$ cat src/rtl/mandel_pixel_writer.sv
// Mandelbrot pixel writer: maps iteration counts to 4-bit gray, buffers them in a FIFO and
// streams one frame of nibbles to the framebuffer write port.
// Optional build macro ITER_LOG_MAP_EN selects a logarithmic gray mapping.
module mandel_pixel_writer #(
    parameter int unsigned ITER_W       = 8,
    parameter int unsigned MAX_ITER     = 255,
    parameter int unsigned FRAME_PIXELS = 76800,
    parameter int unsigned FIFO_DEPTH   = 8
) (
    input  logic              clk,
    input  logic              rst_n,
    input  logic              frame_start,
    input  logic [ITER_W-1:0] iter_in,
    input  logic              iter_valid,
    output logic              iter_ready,
    output logic [3:0]        write_data_in,
    output logic              write_data,
    output logic              reset_write_ptr,
    input  logic              wrote_data,
    output logic              frame_done,
    output logic              busy
);
    localparam int unsigned CntW = $clog2(FRAME_PIXELS + 1);
    localparam int unsigned PtrW = $clog2(FIFO_DEPTH);
    localparam int unsigned LvlW = $clog2(FIFO_DEPTH + 1);
    localparam logic [CntW-1:0] FrameCnt = CntW'(FRAME_PIXELS);
    localparam logic [LvlW-1:0] FullLvl  = LvlW'(FIFO_DEPTH);

    typedef enum logic [1:0] {StIdle, StPtrRst, StStream, StDone} state_e;

    state_e          state_q, state_d;
    logic [CntW-1:0] accept_cnt_q, ack_cnt_q;
    logic [3:0]      mem_q [FIFO_DEPTH];
    logic [PtrW-1:0] wr_ptr_q, rd_ptr_q;
    logic [LvlW-1:0] level_q;
    logic [3:0]      data_q;
    logic            wr_q;
    logic            fifo_full, fifo_empty, push, pop, ack;

    // Counts at or above MAX_ITER are inside the set and render black.
    function automatic logic [3:0] map_gray(input logic [ITER_W-1:0] it);
        logic [3:0] g;
        g = 4'd0;
        if (it < ITER_W'(MAX_ITER)) begin
`ifdef ITER_LOG_MAP_EN
            // Highest set bit wins: floor(log2(it)) + 1, clamped to 15.
            for (int i = 0; i < int'(ITER_W); i++) begin
                if (it[i]) g = (i >= 14) ? 4'd15 : 4'(i + 1);
            end
`else
            g = (it > ITER_W'(15)) ? 4'd15 : it[3:0];
`endif
        end
        return g;
    endfunction

    assign fifo_full       = (level_q == FullLvl);
    assign fifo_empty      = (level_q == '0);
    assign iter_ready      = (state_q == StStream) && !fifo_full && (accept_cnt_q < FrameCnt);
    assign push            = iter_valid && iter_ready;
    // Pop only when no write is outstanding, which also enforces one idle cycle after an ack.
    assign pop             = (state_q == StStream) && !wr_q && !fifo_empty;
    assign ack             = wr_q && wrote_data;
    assign write_data_in   = data_q;
    assign write_data      = wr_q;
    assign reset_write_ptr = (state_q == StPtrRst);
    assign frame_done      = (state_q == StDone);
    assign busy            = (state_q != StIdle);

    // State register.
    always_ff @(posedge clk or negedge rst_n) begin
        if (!rst_n) state_q <= StIdle;
        else        state_q <= state_d;
    end

    // Frame sequencing: pointer reset, stream until all acks seen, done pulse.
    always_comb begin
        state_d = state_q;
        unique case (state_q)
            StIdle:   if (frame_start) state_d = StPtrRst;
            StPtrRst: state_d = StStream;
            StStream: if (ack_cnt_q == FrameCnt) state_d = StDone;
            StDone:   state_d = StIdle;
            default:  state_d = StIdle;
        endcase
    end

    // FIFO pointers, fill level and per-frame counters; all cleared at frame start.
    always_ff @(posedge clk or negedge rst_n) begin
        if (!rst_n) begin
            wr_ptr_q     <= '0;
            rd_ptr_q     <= '0;
            level_q      <= '0;
            accept_cnt_q <= '0;
            ack_cnt_q    <= '0;
        end else if (state_q == StPtrRst) begin
            wr_ptr_q     <= '0;
            rd_ptr_q     <= '0;
            level_q      <= '0;
            accept_cnt_q <= '0;
            ack_cnt_q    <= '0;
        end else begin
            if (push) begin
                wr_ptr_q     <= wr_ptr_q + 1'b1;
                accept_cnt_q <= accept_cnt_q + 1'b1;
            end
            if (pop) rd_ptr_q <= rd_ptr_q + 1'b1;
            if (push && !pop)      level_q <= level_q + 1'b1;
            else if (pop && !push) level_q <= level_q - 1'b1;
            if (ack) ack_cnt_q <= ack_cnt_q + 1'b1;
        end
    end

    // FIFO storage; contents are don't-care once the level is cleared.
    always_ff @(posedge clk) begin
        if (push) mem_q[wr_ptr_q] <= map_gray(iter_in);
    end

    // Write port: load head on pop, hold request until acknowledged.
    always_ff @(posedge clk or negedge rst_n) begin
        if (!rst_n) begin
            data_q <= 4'd0;
            wr_q   <= 1'b0;
        end else if (pop) begin
            data_q <= mem_q[rd_ptr_q];
            wr_q   <= 1'b1;
        end else if (ack) begin
            wr_q   <= 1'b0;
        end
    end
endmodule

$ cat config.mk
export PLATFORM = sky130hd
export DESIGN_NAME = mandel_pixel_writer
export DESIGN_NICKNAME = d
export VERILOG_FILES = /design/src/rtl/mandel_pixel_writer.sv
export SDC_FILE = /design/constraint.sdc
export NUM_CORES = 1
export LEC_CHECK = 0
export ABC_AREA = 0
export BUFFER_PORTS_ARGS = -buffer_cell sky130_fd_sc_hd__buf_4
export CORE_MARGIN = 10
export CORE_UTILIZATION = 30
export CTS_CLUSTER_SIZE = 24
export DETAILED_ROUTE_END_ITERATION = 7
export GPL_ROUTABILITY_DRIVEN = 0
export GPL_TIMING_DRIVEN = 0
export HOLD_SLACK_MARGIN = 0.06
export SLEW_MARGIN = 20
export SYNTH_ARGS = -nofsm -noshare
export SYNTH_HDL_FRONTEND = slang
export SYNTH_SLANG_ARGS = --single-unit
$ cat constraint.sdc
create_clock -name clk -period 6.35 [get_ports clk]
set_input_delay 1.27 -clock clk [delete_from_list [all_inputs] [get_ports clk]]
set_output_delay 1.27 -clock clk [all_outputs]
set_load 0.01 [all_outputs]
# Word-level counts from Yosys, hierarchy flattened
# Memory sizes are Yosys's and may differ from the RTL's. A register that Yosys moved wholly into a read port is not among the register bits.
# Index checks and enable logic that the tools add are counted.
# op_classes
n_addsub	6
n_lt_le_gt_ge	3
n_eq_ne	7
muxes	21
n_reduce_logical	23
# op_table
cell	n
17-bit two-way mux	4
17-bit by 1-bit adder with 17-bit output, second input constant	2
4-bit two-way mux	6
17-bit equality test, second input constant	1
17-bit less-than comparator, second input constant	1
3-bit two-way mux	4
2-bit nonzero test	5
8-bit by 4-bit > comparator with 1-bit output, second input constant	1
1-bit logical AND	8
8-bit less-than comparator, second input constant	1
2-bit one-hot mux with 4 select lines	1
3-bit by 1-bit adder with 3-bit output, second input constant	2
1-bit logical NOT	6
4-bit by 1-bit adder with 4-bit output, second input constant	1
2-bit equality test, second input constant	2
4-bit equality test, second input constant	1
4-bit logical NOT	1
1-bit two-way mux	4
2-bit two-way mux	2
4-bit by 1-bit subtractor with 4-bit output, second input constant	1
3-bit nonzero test	1
2-bit by 1-bit equality test with 1-bit output, second input constant	1
2-bit logical NOT	1
2-bit by 1-bit inequality test with 1-bit output, second input constant	1
other kinds (2)	2
# totals
ff_bits	47
mem_bits_rw	32
inputBits	13
output_inout_bits	9
word_cells	68
n_memories	1
# mem_list
name	depth	width	rd	rd_ports_with_merged_regs	wr	line_no	source
mem_q	8	4	1	1	1	33	logic [3:0] mem_q [FIFO_DEPTH];

# Depth between registers and ports, before layout
# logic_depth
depth_word	10
depth_mapped	10
depth_no_buf	9

# Least setup slack after synthesis
# Ideal clock, no wire load.
# synth_timing
path_type	input-to-reg
from	in iter_valid
to	reg level_q[3]
setup_ns	0.128
arrival_ns	2.914
required_time_ns	6.222
slack_ns	3.308
cell_stages	8
cell_sequence	nand2_4 -> or3_1 -> buf_6 -> ha_1 -> a21o_1 -> a21oi_1 -> mux2i_1 -> mux2_1
# synth_via
elab_chain_cells	4
# synth_rtl
item	line_no	source
from (decl)	14	input logic iter_valid,
1-bit logical AND (*)	60	assign push = iter_valid && iter_ready;
1-bit logical AND or 1-bit logical NOT (tied branches)	108, 109	
4-bit two-way mux or 1-bit logical AND (tied branches)	108, 109	
4-bit two-way mux or 3-bit nonzero test (tied branches)	-	
to (signal assigned)	108	if (push && !pop) level_q <= level_q + 1'b1;
to (signal assigned)	109	else if (pop && !push) level_q <= level_q - 1'b1;
to (decl)	35	logic [LvlW-1:0] level_q;
# Mark *: on every way between the ends. The rest lies on a longest branch, timed or not.
# A chain may end at the register's enable or synchronous reset.

# Worst setup path after layout
# layout_timing
from	reg state_q[0]
to	out iter_ready
# layout_via
elab_chain_cells	3
# layout_rtl
item	line_no	source
from (decl)	31	state_e state_q, state_d;
from (signal assigned)	72	if (!rst_n) state_q <= StIdle;
from (signal assigned)	73	else state_q <= state_d;
2-bit equality test	59	assign iter_ready = (state_q == StStream) && !fifo_full && (accept_cnt_q < FrameCnt);
1-bit logical AND (2 in a row)	59	
to (decl)	15	output logic iter_ready,
# No other way between the ends.

==> metrics.md <==
| Metric | Value |
|---|---|
| Post-synth ARST share | between 60% and 70% |
| Average cell area after synthesis | around 12 sq um |
| Setup bufs post-CTS | 0 |
| Vias/cell | about 4.7 |
| Setup violators final | 0 |
| Final-stage net count | between 400 and 500 |
| CTS clock-pin slew for the worst setup and hold paths | 70 ps |
| Synth Net Count | between 300 and 400 |
| Mapped Cells | roughly 350 |
| Share of cells above drive strength 1 | between 15 and 20% |
| Most instantiated cells after synthesis | nor2_1 (54), dfrtp_1 (51), edfxtp_1 (32), xnor2_1 (26), nand2_1 (21) |
| Crit. End Element | output port |
| # DRC | 0 |
| Clock Skew | 10.4 ps |
| I/O Buffers | 21 |
| Flops & latches, synth | 83 |
| Total negative slack | 0 ps |
| CP arrival | around 2000 ps |
| Post-CTS sizing | 0 |
| Biggest area consumer among synthesized cells | dfrtp_1 |
| Layout Area Growth over Synthesis | 16.3% |
| Most used DFF post-synth | dfrtp_1 |
| Post-Place Cells | about 540 |
| RSZ-0062 raised after global routing | no |
| Site Rows | between 40 and 50 |
| Status | finished clean |
| Hold-fix buffers, CTS | 0 |
| Worst slew pin tran | ~1100 ps |
| Final period util | around 52% |
| Register area share after synthesis | ~56% |
| Largest net degree at the start of global routing | between 50 and 60 |
| Peak supply drop | about 0.13 mV |
| Via count | roughly 2600 |
| Worst setup path class | flip-flop to output port |
| First-pass GRT wire length | approximately 13000 um |
| Clk Latency, worst-skew pair | ~340 ps |
| DP HPWL | approximately 5600 um |
| Slew Limit Fails | 0 |
| Crit-path cells | inv_1 -> ha_1 -> o211ai_1 -> buf_2 -> buf_2 -> nor2_1 -> buf_4 |
| Die height | ~140 um |
| Post-synthesis cell type count | 47 |
| CTS sink cnt | 83 |
| Finished Layout Cells | 560 |
| Antenna Nets Post-Route | 0 |
| Most used cell, CP | buf_2 |
| CTS tree | built |
| Num ports | 22 |
| Top-count cell post-synth | nor2_1 |
| Hold Violations, Final | 0 |
| Die X | 135 um |
| YS warnings | 0 |
| Peak Freq | 0.303 GHz |
| Power per standard cell area | between 300 and 400 nW/um^2 |
| Initial drt markers | about 120 |
| CP required | 5080 ps |
| CTS root buf | clkbuf_16 |
| Initial core utilization | between 30% and 40% |
| Die Footprint | about 18000 sq um |
| Fin crit period | approximately 3300 ps |
| DR pass1 iterations | 4 |
| Drt wl/cell | around 14 um |
| Vias in the first global route | 2620 |
| Worst Path Max Fanout | 10 |
| CTS max path bufs | 2 |
| Overflow after GRT | 0 |
| Synth top area share | a little under a third |
| Core area | 13100 sq um |
| Max incr delay on CP | a little under 400 ps |
| Slew Limit Headroom | approximately 26% |
| Synth Cell Area | between 3000 and 4000 sq um |
| Crit path max-delay cell type | dfrtp_1 |
| Worst setup SP type | flip-flop |
| Crit-path leading delay family | buffers and inverters |
| Post-synth EDFFs | 32 |
| Top cells by area, synth | dfrtp_1 (32%), edfxtp_1 (24%), xnor2_1 (5.7%) |
| MaxCap Viol Count | 0 |
| Total Wirelength | around 8000 um |
| GRT Total Usage | under 10% |
| Hold WC Path Type | flip-flop to flip-flop |
| Initial antenna violation count | 0 |
| # diodes | 0 |
| CTS H-tree depth | 3 |
| Static Leak | between 0.0015 and 0.002 uW |
| Worst Path Buf+Inv | 4 |
| CTS buffer count | 9 |
==> power breakdown <==
part | switching [uW] | internal (uW) | leakage, uW | total [uW]
combinational | 308 | 247 | 0.000695 | 556
sequential | 62.3 | 621 | 0.000956 | 683
clock | 215 | 268 | 0.000130 | 483
==> worst min-delay path, cell delays in order (launching register included) <==
cell     delay (ps)
dfrtp_1         360
a31oi_1          60
nor2_1           80
==> final cells by class <==
| class | instances | area, sq um |
|---|---|---|
| Clock inverter | 6 | 46.3 |
| Inverter | 16 | 60.1 |
| Buffer | 15 | 68.8 |
| Tap cell | 176 | 220 |
| Timing Repair Buffer | 21 | 158 |
| Sequential cell | 83 | 2240 |
| Clock buffer | 10 | 229 |
| Fill cell | 1302 | 8490 |
| Multi-Input combinational cell | 233 | 1630 |
==> registers in the layout, indices dropped and copies added (netlist names) <==
signal         flops
ack_cnt_q         17
accept_cnt_q      17
state_q            2
write_data_in      4
mem_q             32
level_q            4
write_data         1
wr_ptr_q           3
rd_ptr_q           3
==> kinds of logic after synthesis <==
kind of cell,synth area share (%)
AOI/OAI and AO/OA,3.82
xor gates and xnor gates,7.45
adders and majority gates,3.95
buffers and inverters,3.23
DFF,56.0
muxes,6.95
and+or+nand+nor,18.6
==> worst paths after layout <==
check	cells after the start	slack (ps)	endpoint	from
max reg2reg	7	3450	mem_q[2][2]$_DFFE_PP_	state_q[0]$_DFFE_PN0P_
min reg2reg	2	530	accept_cnt_q[16]$_DFFE_PN0P_	accept_cnt_q[16]$_DFFE_PN0P_
min in group asynchronous	1	970	ack_cnt_q[1]$_DFFE_PN0P_	rst_n
max	7	3050	iter_ready	state_q[0]$_DFFE_PN0P_
min	2	530	accept_cnt_q[16]$_DFFE_PN0P_	accept_cnt_q[16]$_DFFE_PN0P_
max in group asynchronous	1	4920	accept_cnt_q[15]$_DFFE_PN0P_	rst_n
==> placed cells by master (no fill, tap or decap), types with 2 or more instances in the layout <==
cell        count
clkbuf_16       9
and3_1          5
xor2_1          8
edfxtp_1       32
nor2b_1         2
and4_1          3
clkbuf_1        9
mux2i_1         6
ha_1           11
buf_4          21
buf_1           2
nor2_1         54
buf_2           4
mux4_2          8
o21ai_0         3
inv_1          16
a21o_1          2
nand2_1        21
clkinvlp_4      2
inv_6           3
nor4_1         10
nand4_1         7
a21oi_1        11
or3_1           4
dfrtp_1        51
nor3_1         15
nor3b_1         3
nor4b_1         3
xnor2_1        26
nand3_1        11
==> per-layer routing <==
metal / up-vias / share of wire [%] / global-route usage [%]
li1: 1291 / - / -
met1: 1308 / 47 / 11.5
met2: 33 / 49 / 14.7
met3: 11 / 2.2 / 1.97
met4: 0 / 1.8 / 4.37
met5: - / 0 / 0
==> stage by stage <==
stage | util (%) | power [uW] | setup WS (ps) | area (sq um) | hold WS (ps)
finish | 35.4 | 1720 | 3050 | 4650 | 528
CTS | 35.4 | 1750 | 2990 | 4650 | 525
floorplan | - | 1080 | 3310 | 4000 | 478
global placement | 33.3 | 1240 | 3100 | 4370 | 499
detailed placement | 33.3 | 1260 | 3110 | 4370 | 507
global route | 35.4 | 1840 | 2900 | 4650 | 571
Power figures use the tool's default switching activity.
